**config.mk**
```make
export PLATFORM = sky130hd
export DESIGN_NAME = id_ex_decode
export DESIGN_NICKNAME = d
export VERILOG_FILES = /design/src/rtl/id_ex_decode_pkg.sv /design/src/rtl/id_ex_decode_imm_gen.sv /design/src/rtl/id_ex_decode.sv
export SDC_FILE = /design/constraint.sdc
export NUM_CORES = 1
export LEC_CHECK = 0
export ABC_AREA = 1
export BUFFER_PORTS_ARGS = -buffer_cell sky130_fd_sc_hd__buf_2
export CORE_MARGIN = 4
export CORE_UTILIZATION = 40
export CTS_BUF_LIST = sky130_fd_sc_hd__clkbuf_8
export DETAILED_ROUTE_END_ITERATION = 12
export PLACE_DENSITY = 0.75
export SETUP_SLACK_MARGIN = 0.05
export SYNTH_ARGS = -nofsm -noshare
export SYNTH_HDL_FRONTEND = slang
export SYNTH_SLANG_ARGS = --single-unit
```
**constraint.sdc**
```tcl
create_clock -name clk -period 1 [get_ports clk]
set_clock_uncertainty 0.05 [all_clocks]
set_input_delay 0.05 -clock clk [delete_from_list [all_inputs] [get_ports clk]]
set_output_delay 0.05 -clock clk [all_outputs]
set_load 0.01 [all_outputs]
```
**src/rtl/id_ex_decode_pkg.sv**
```systemverilog
// Shared RV32I decode definitions: ALU op codes, opcodes, operand-A selects
// and the ID/EX stage register layout.
package id_ex_decode_pkg;

  typedef enum logic [3:0] {
    ALU_ADD  = 4'b0000,
    ALU_SUB  = 4'b0001,
    ALU_AND  = 4'b0010,
    ALU_OR   = 4'b0011,
    ALU_SLL  = 4'b0100,
    ALU_SLT  = 4'b0101,
    ALU_SRL  = 4'b0110,
    ALU_SRA  = 4'b0111,
    ALU_XOR  = 4'b1000,
    ALU_SLTU = 4'b1001,
    ALU_BEQ  = 4'b1010,
    ALU_BNE  = 4'b1011,
    ALU_BLT  = 4'b1100,
    ALU_BGE  = 4'b1101,
    ALU_BLTU = 4'b1110,
    ALU_BGEU = 4'b1111
  } alu_op_e;

  typedef enum logic [1:0] {
    SRC_A_RS1  = 2'b00,
    SRC_A_PC   = 2'b01,
    SRC_A_ZERO = 2'b10
  } src_a_e;

  localparam logic [6:0] OPC_OP     = 7'b0110011;
  localparam logic [6:0] OPC_OP_IMM = 7'b0010011;
  localparam logic [6:0] OPC_LOAD   = 7'b0000011;
  localparam logic [6:0] OPC_STORE  = 7'b0100011;
  localparam logic [6:0] OPC_BRANCH = 7'b1100011;
  localparam logic [6:0] OPC_LUI    = 7'b0110111;
  localparam logic [6:0] OPC_AUIPC  = 7'b0010111;
  localparam logic [6:0] OPC_JAL    = 7'b1101111;
  localparam logic [6:0] OPC_JALR   = 7'b1100111;

  localparam logic [6:0] F7_BASE = 7'b0000000;
  localparam logic [6:0] F7_ALT  = 7'b0100000;

  typedef struct packed {
    logic        valid;
    logic        illegal;
    alu_op_e     alu;
    src_a_e      src_a;
    logic        src_b;
    logic [31:0] imm;
    logic [4:0]  rs1;
    logic [4:0]  rs2;
    logic [4:0]  rd;
    logic [31:0] pc;
    logic        regwrite;
    logic        memread;
    logic        memwrite;
    logic        branch;
    logic        jump;
  } stage_t;

  // All-zero is exactly the bubble: ADD and RS1 both encode as zero.
  localparam stage_t STAGE_BUBBLE = '0;

  function automatic alu_op_e alu_from_f3(input logic [2:0] f3);
    case (f3)
      3'b000:  return ALU_ADD;
      3'b001:  return ALU_SLL;
      3'b010:  return ALU_SLT;
      3'b011:  return ALU_SLTU;
      3'b100:  return ALU_XOR;
      3'b101:  return ALU_SRL;
      3'b110:  return ALU_OR;
      default: return ALU_AND;
    endcase
  endfunction

endpackage

```
**src/rtl/id_ex_decode_imm_gen.sv**
```systemverilog
// Combinational immediate extraction; format chosen from the opcode,
// zero for formats without an immediate.
module imm_gen
  import id_ex_decode_pkg::*;
(
  input  logic [31:0] instr,
  output logic [31:0] imm
);

  always_comb begin
    imm = '0;
    case (instr[6:0])
      OPC_OP_IMM, OPC_LOAD, OPC_JALR:
        imm = {{20{instr[31]}}, instr[31:20]};
      OPC_STORE:
        imm = {{20{instr[31]}}, instr[31:25], instr[11:7]};
      OPC_BRANCH:
        imm = {{19{instr[31]}}, instr[31], instr[7], instr[30:25], instr[11:8], 1'b0};
      OPC_LUI, OPC_AUIPC:
        imm = {instr[31:12], 12'b0};
      OPC_JAL:
        imm = {{11{instr[31]}}, instr[31], instr[19:12], instr[20], instr[30:21], 1'b0};
      default:
        imm = '0;
    endcase
  end

endmodule

```
**src/rtl/id_ex_decode.sv**
```systemverilog
// ID/EX pipeline stage: decodes an RV32I word into ALU/control fields and
// registers them, with flush > stall > load priority.
module id_ex_decode
  import id_ex_decode_pkg::*;
(
  input  logic        clk,
  input  logic        rst_n,
  input  logic        in_valid,
  input  logic [31:0] instr,
  input  logic [31:0] pc,
  input  logic        stall,
  input  logic        flush,
  output logic        out_valid,
  output logic [3:0]  alucontrol,
  output logic [1:0]  alusrc_a,
  output logic        alusrc_b,
  output logic [31:0] imm,
  output logic [4:0]  rs1,
  output logic [4:0]  rs2,
  output logic [4:0]  rd,
  output logic [31:0] pc_out,
  output logic        regwrite,
  output logic        memread,
  output logic        memwrite,
  output logic        branch,
  output logic        jump,
  output logic        illegal
);

  logic [6:0]  opcode;
  logic [2:0]  funct3;
  logic [6:0]  funct7;
  logic [31:0] imm_raw;
  logic        bad;
  stage_t      dec;
  stage_t      stage;

  assign opcode = instr[6:0];
  assign funct3 = instr[14:12];
  assign funct7 = instr[31:25];

  imm_gen u_imm_gen (
    .instr (instr),
    .imm   (imm_raw)
  );

  always_comb begin
    dec       = STAGE_BUBBLE;
    bad       = 1'b0;
    dec.valid = 1'b1;
    dec.pc    = pc;
    dec.rs1   = instr[19:15];
    dec.rs2   = instr[24:20];
    dec.rd    = instr[11:7];
    dec.imm   = imm_raw;
    case (opcode)
      OPC_OP: begin
        dec.regwrite = 1'b1;
        if (funct7 == F7_BASE)                       dec.alu = alu_from_f3(funct3);
        else if (funct7 == F7_ALT && funct3 == 3'b000) dec.alu = ALU_SUB;
        else if (funct7 == F7_ALT && funct3 == 3'b101) dec.alu = ALU_SRA;
        else                                         bad = 1'b1;
      end
      OPC_OP_IMM: begin
        dec.regwrite = 1'b1;
        dec.src_b    = 1'b1;
        dec.alu      = alu_from_f3(funct3);
        // Shift-amount encodings reuse imm[11:5] as a funct7 qualifier.
        if (funct3 == 3'b001 && funct7 != F7_BASE) bad = 1'b1;
        if (funct3 == 3'b101) begin
          if (funct7 == F7_ALT)       dec.alu = ALU_SRA;
          else if (funct7 != F7_BASE) bad = 1'b1;
        end
      end
      OPC_LOAD: begin
        dec.src_b    = 1'b1;
        dec.memread  = 1'b1;
        dec.regwrite = 1'b1;
      end
      OPC_STORE: begin
        dec.src_b    = 1'b1;
        dec.memwrite = 1'b1;
      end
      OPC_BRANCH: begin
        dec.branch = 1'b1;
        case (funct3)
          3'b000:  dec.alu = ALU_BEQ;
          3'b001:  dec.alu = ALU_BNE;
          3'b100:  dec.alu = ALU_BLT;
          3'b101:  dec.alu = ALU_BGE;
          3'b110:  dec.alu = ALU_BLTU;
          3'b111:  dec.alu = ALU_BGEU;
          default: bad = 1'b1;
        endcase
      end
      OPC_LUI, OPC_AUIPC: begin
        dec.src_a    = (opcode == OPC_LUI) ? SRC_A_ZERO : SRC_A_PC;
        dec.src_b    = 1'b1;
        dec.regwrite = 1'b1;
      end
      OPC_JAL: begin
        dec.src_a    = SRC_A_PC;
        dec.src_b    = 1'b1;
        dec.jump     = 1'b1;
        dec.regwrite = 1'b1;
      end
      OPC_JALR: begin
        dec.src_b    = 1'b1;
        dec.jump     = 1'b1;
        dec.regwrite = 1'b1;
        if (funct3 != 3'b000) bad = 1'b1;
      end
      default: bad = 1'b1;
    endcase
    if (bad) begin
      dec         = STAGE_BUBBLE;
      dec.valid   = 1'b1;
      dec.illegal = 1'b1;
      dec.pc      = pc;
      dec.rs1     = instr[19:15];
      dec.rs2     = instr[24:20];
      dec.rd      = instr[11:7];
    end
    if (!in_valid) dec = STAGE_BUBBLE;
  end

  always_ff @(posedge clk or negedge rst_n) begin
    if (!rst_n)      stage <= STAGE_BUBBLE;
    else if (flush)  stage <= STAGE_BUBBLE;
    else if (!stall) stage <= dec;
  end

  assign out_valid  = stage.valid;
  assign illegal    = stage.illegal;
  assign alucontrol = stage.alu;
  assign alusrc_a   = stage.src_a;
  assign alusrc_b   = stage.src_b;
  assign imm        = stage.imm;
  assign rs1        = stage.rs1;
  assign rs2        = stage.rs2;
  assign rd         = stage.rd;
  assign pc_out     = stage.pc;
  assign regwrite   = stage.regwrite;
  assign memread    = stage.memread;
  assign memwrite   = stage.memwrite;
  assign branch     = stage.branch;
  assign jump       = stage.jump;

endmodule
```
==> results.cfg, run 1 <==
[run_status]
status = finished with violations
violations = hold timing, setup timing

[placement]
portBuffers = 161
hpwl_um = 9820
placed_cell_area_um2 = 5930
placedCellCount = 848
gp_congestion = 0.898
pre_cts_slack_ps = -695

[global_route]
grt_pass1_vias = 5287
antenna_found_initial = 0
grt_usage_pct = 25.6
grt_max_degree = 49
grt_pass1_wl_um = 26300
gr-total-overflow = 0

[clock_tree]
cts_root_buf = clkbuf_8
clock_sink_count = 93
cts_inserted_buffers = 9
cts.htree.levels = 3
clk_path_buf_depth = 2
insertion_delay_ps = 380
clkTransAtPathRegs_ps = 120
cts_tree = yes

[worst_setup_path]
cpMostUsedCell = nor2_4
criticalPathCategory = input port to register
endpoint_kind = register
crit_family = simple AND/OR/NAND/NOR gates
slowest_stage = nor2_4
worstPathCellList = buf_6, nor2_4, nand2_4, nor2_4, o21ai_2, buf_4, nand3_2, nand3_4, nor2_4, buf_6, nand2_1, nand2_1
arrival_ps = 1470
crit_path_start_kind = input port
path_buf_inv = 3
required_ps = 1280
slowest_delay_ps = 180
path_max_fanout = 4

[yosys]
synthArstFlopShare_pct = 100
netlist_top_cells_area = dfrtp_1, nand2_1, a22o_1, nor2_1, a21oi_1
yosys.area.top_type = dfrtp_1
synth_area_per_cell_um2 = 8.72
synth-edff-count = 0
ys_seq_area_share_pct = 52.6
synth_commonest_cells = nand2_1, dfrtp_1, nor2_1
synth_fp_nets = 580
synthFlopType = dfrtp_1
synth.distinct_cells = 29
ys_ff_latch = 93
synth_most_common_cell = nand2_1
synth_cells = 507
syn_area_um2 = 4420
synth_top_area_share_pct = 52.6
yosysWarnings = 0

[sta]
finalMaxSlewViolations = 0
final.min_clock_period_ps = 1180
tightest_slew_ps = 483
maxSlewHeadroom_pct = 67.5
rsz0062_at_grt = true
setup_ws_ps = -184
hold_viol = 1
holdWs_ps = -17.0
min_period_over_period_pct = 118
finalSetupViolCount = 141
fmax_mhz = 844
setup_tns_ps = -7310

[cells_and_area]
drive_above_1_share_pct = 48.6
antenna_cells = 0
fin_area_um2 = 7820
nFillCells = 567
register_area_um2 = 2330
nNetsFinal = 917
multi_input_area_um2 = 2260
syn2layout_area_growth_pct = 77.0
fin_cells = 989

[floorplan]
num_rows = 38
die_width_um = 113
dieArea_um2 = 12800
ios = 162
die_h_um = 113
core_um2 = 10800
initial_core_util_pct = 40.8

[route]
ant_nets = 0
vias = 5773
viasPerCell = 5.84
drt-total-wl_um = 21200
drc = 0
drtIter0Drc = 1088
dr.pass1.iters = 6
wl_per_cell_um = 21.5

[power]
powerDensity_nw_per_um2 = 1060
power.leakage_nw = 4.26
peakVddDrop_mv = 0.798
power.total_w = 0.00831

[job]
maxCapViolCount = 0

[worst_hold_path]
hold_path_class = input port to asynchronous set/reset pin
## final timing paths
check	slack [ps]	end	startpoint	cells after the start
min in group clk	30	imm[6]	instr[26]	4
worst min register to register	440	branch	branch	2
worst min-delay path	-20	imm[3]	rst_n	2
worst max register to register	-50	rs2[0]	rs2[0]	3
max in group asynchronous	350	pc_out[21]	rst_n	3
worst max-delay path	-180	imm[3]	instr[26]	12
## state kept, by name, summed over array words and instances, names as in the netlist
name,count
memwrite,1
imm,32
illegal,1
branch,1
rd,5
pc_out,32
regwrite,1
rs1,5
alucontrol,4
out_valid,1
memread,1
alusrc_b,1
rs2,5
jump,1
alusrc_a,2
## repair_timing
action,in CTS,in global routing
cloned,2,0
gates resized for setup,106,39
hold buffers,51,0
hold endpoints to repair,144,0
buffers inserted,38,35
endpoints found under the setup margin,136,139
pin swaps,36,16
## metal layers
metal / share of wire, % / up-vias / GRT usage [%]
li1: - / 2346 / -
met1: 34 / 2748 / 29.2
met2: 48 / 539 / 44.9
met3: 11 / 140 / 7.06
met4: 6.9 / 0 / 11.4
met5: 0 / - / 0
## through the flow
stage	util, %	hold slack, ps
floorplan	-	-296
global placement	54.7	-146
detailed placement	54.7	-145
CTS	68.3	8.60
global route	72.2	1.51
finish	72.2	-17.0
## area by class of cell
type                       count  area share, %
clock buffer                  10           1.76
clock inverter                 6           1.20
inverter                      31           2.05
multi-input combinational    362           28.9
sequential                    93           29.7
tap                          140           2.24
timing repair buffer         347           34.1
## kinds of logic (layout without fill, tap and decap cells)
logic type / count (synthesis) / in the layout / share of synthesized area, %
DFF: 93 / 93 / 52.6
and+or+nand+nor: 263 / 265 / 26.6
buffers and inverters: 54 / 394 / 5.15
adders and majority gates: 4 / 4 / 1.13
AOI/OAI and AO/OA: 93 / 93 / 14.4
## layout by cell type, fill, tap and decap left out, types with 17 or more instances in the layout
cell	synthesis	final
nand2_1	174	147
buf_2	5	128
buf_4	1	119
dfrtp_1	93	93
dlygate4sd3_1	0	51
a22o_1	40	40
buf_6	2	40
nor2_1	43	29
inv_1	23	20
nand2_2	3	19
nor2_4	5	17
## report_power, final
part / switching (W) / leakage [nW] / total, W / internal, W
Combinational: 0.000723 / 2.86 / 0.00137 / 0.000651
Clock: 0.00154 / 0.119 / 0.00305 / 0.00151
Sequential: 0.0000543 / 1.28 / 0.00389 / 0.00383
Power figures use the tool's default switching activity.
==> inputs of run 2 (changes only) <==
==> constraint.sdc (replaced) <==
create_clock -name clk -period 1.15 [get_ports clk]
set_clock_uncertainty 0.05 [all_clocks]
set_input_delay 0.0575 -clock clk [delete_from_list [all_inputs] [get_ports clk]]
set_output_delay 0.0575 -clock clk [all_outputs]
set_load 0.01 [all_outputs]
==> run 2 against run 1 <==
Net effect:
- the flow now finishes without violations
- sequential power fell by 13%
- utilization fell by 9.6 points
- clock power fell by 30%
- combinational power fell by 28%
- sequential cell count did not move
- critical path type unchanged
- largest power group unchanged
- highest routed layer unchanged
==> results.cfg, run 2 (synthesis gave the netlist of run 1 again) <==
[sta]
hold_viol = 0
final.min_clock_period_ps = 1070
rsz0062_at_grt = true
fmax_mhz = 934
min_period_over_period_pct = 93.1
finalMaxSlewViolations = 0
maxSlewHeadroom_pct = 75.6
finalSetupViolCount = 0
tightest_slew_ps = 366

[floorplan]
ios = 162
core_um2 = 10800
dieArea_um2 = 12800
num_rows = 38
die_width_um = 113
initial_core_util_pct = 40.8
die_h_um = 113

[worst_setup_path]
r2r_setup_slack_ps = 350
reg2reg_from = pc_out[2]
path_max_fanout = 6
r2r_end = pc_out[2]
arrival_ps = 1290
endpoint_kind = register
reg2reg_depth = 1
crit_path_start_kind = input port
criticalPathCategory = input port to register
required_ps = 1370

[clock_tree]
cts_inserted_buffers = 9
clk_path_buf_depth = 2
clkTransAtPathRegs_ps = 100
cts.htree.levels = 3
cts_root_buf = clkbuf_8
insertion_delay_ps = 380
clock_sink_count = 93
cts_tree = yes

[cells_and_area]
nFillCells = 904
nNetsFinal = 845
register_area_um2 = 2330
final_cell_mix = nand2_1, buf_2, dfrtp_1
fin_area_um2 = 6790
antenna_cells = 0
drive_above_1_share_pct = 39.0
syn2layout_area_growth_pct = 53.5
final_common_cell = nand2_1
multi_input_area_um2 = 2000
fin_cells = 917

[placement]
gp_congestion = 0.944
portBuffers = 161
placed_cell_area_um2 = 5880
placedCellCount = 844
hpwl_um = 10100

[route]
ant_nets = 0
dr.pass1.iters = 5
vias = 4557
drt-total-wl_um = 14100
viasPerCell = 4.97
drc = 0
drtIter0Drc = 266
wl_per_cell_um = 15.3

[global_route]
grt_pass1_wl_um = 22900
grt_pass1_vias = 4630
gr-total-overflow = 0
grt_max_degree = 71
grt_usage_pct = 22.2
antenna_found_initial = 0

[worst_hold_path]
hp-start = instr[5]
hold_depth = 3
hold_path_class = input port to register
hold_end = alusrc_a[0]

[run_status]
status = finished, final reports clean

[power]
peakVddDrop_mv = 0.612
powerDensity_nw_per_um2 = 957
power.leakage_nw = 3.77

[job]
maxCapViolCount = 0
-- run 2: worst max path at each step --
stage / startpoint / endpoint / slack (ps)
floorplan: instr[2] / imm[21] / -40
global placement: instr[2] / alucontrol[2] / -390
detailed placement: instr[25] / imm[31] / -380
CTS: instr[25] / illegal / 40
global route: instr[4] / imm[12] / 10
finish: instr[0] / illegal / 80
-- run 2: timing repair --
item                                    CTS  global route
setup buffers                             0             7
gates resized for setup                   2            46
endpoints found under the setup margin    8            43
pin swaps                                 1            12
gates cloned                              0             2
hold buffers                             48             0
hold endpoints to repair                143             0
-- run 2: routing by layer --
layer | GRT usage, % | wire (um) | part of all wire (%) | up-vias
met2 | 36.2 | 6660 | 47 | 167
met3 | 5.45 | 815 | 5.8 | 30
met5 | 0 | 0 | 0 | -
li1 | - | - | - | 2201
met1 | 29.1 | 6230 | 44 | 2159
met4 | 7.45 | 373 | 2.7 | 0
-- run 2: cell type report --
type / instances / share of cell area (%)
Tap cell: 140 / 2.58
Clock inverter: 7 / 0.959
Multi-Input combinational cell: 360 / 29.5
Inverter: 31 / 2.21
Timing Repair Buffer: 277 / 28.6
Sequential cell: 93 / 34.3
Clock buffer: 9 / 1.83
-- run 2: power breakdown --
group          switching, W  leakage [nW]  internal (W)
Combinational      0.000508          2.39      0.000474
Clock               0.00130        0.0878      0.000837
Sequential        0.0000366          1.28       0.00333
Total               0.00185          3.77       0.00465
-- run 2: stage by stage --
| step | setup TNS, ps | worst slack, ps | hold WS, ps | power (W) | utilization [%] |
|---|---|---|---|---|---|
| after floorplan | -354 | -35.4 | -288 | 0.00374 | - |
| after global placement | -12940 | -391 | -63.0 | 0.00421 | 54.2 |
| after detailed placement | -14820 | -377 | -54.2 | 0.00423 | 54.2 |
| after CTS | 0 | 37.8 | 19.4 | 0.00650 | 60.4 |
| after global routing | 0 | 13.1 | 47.6 | 0.00679 | 62.6 |
| final | 0 | 79.0 | 37.7 | 0.00649 | 62.6 |
-- run 2: worst max-delay path, cell delays in order --
cell,delay [ps]
buf_6,70
nand2_4,60
buf_6,130
nor2_8,180
nand2_4,110
nand4_4,160
nor2_4,50
nor2_4,120
buf_12,140
buf_8,130
o21ai_1,60
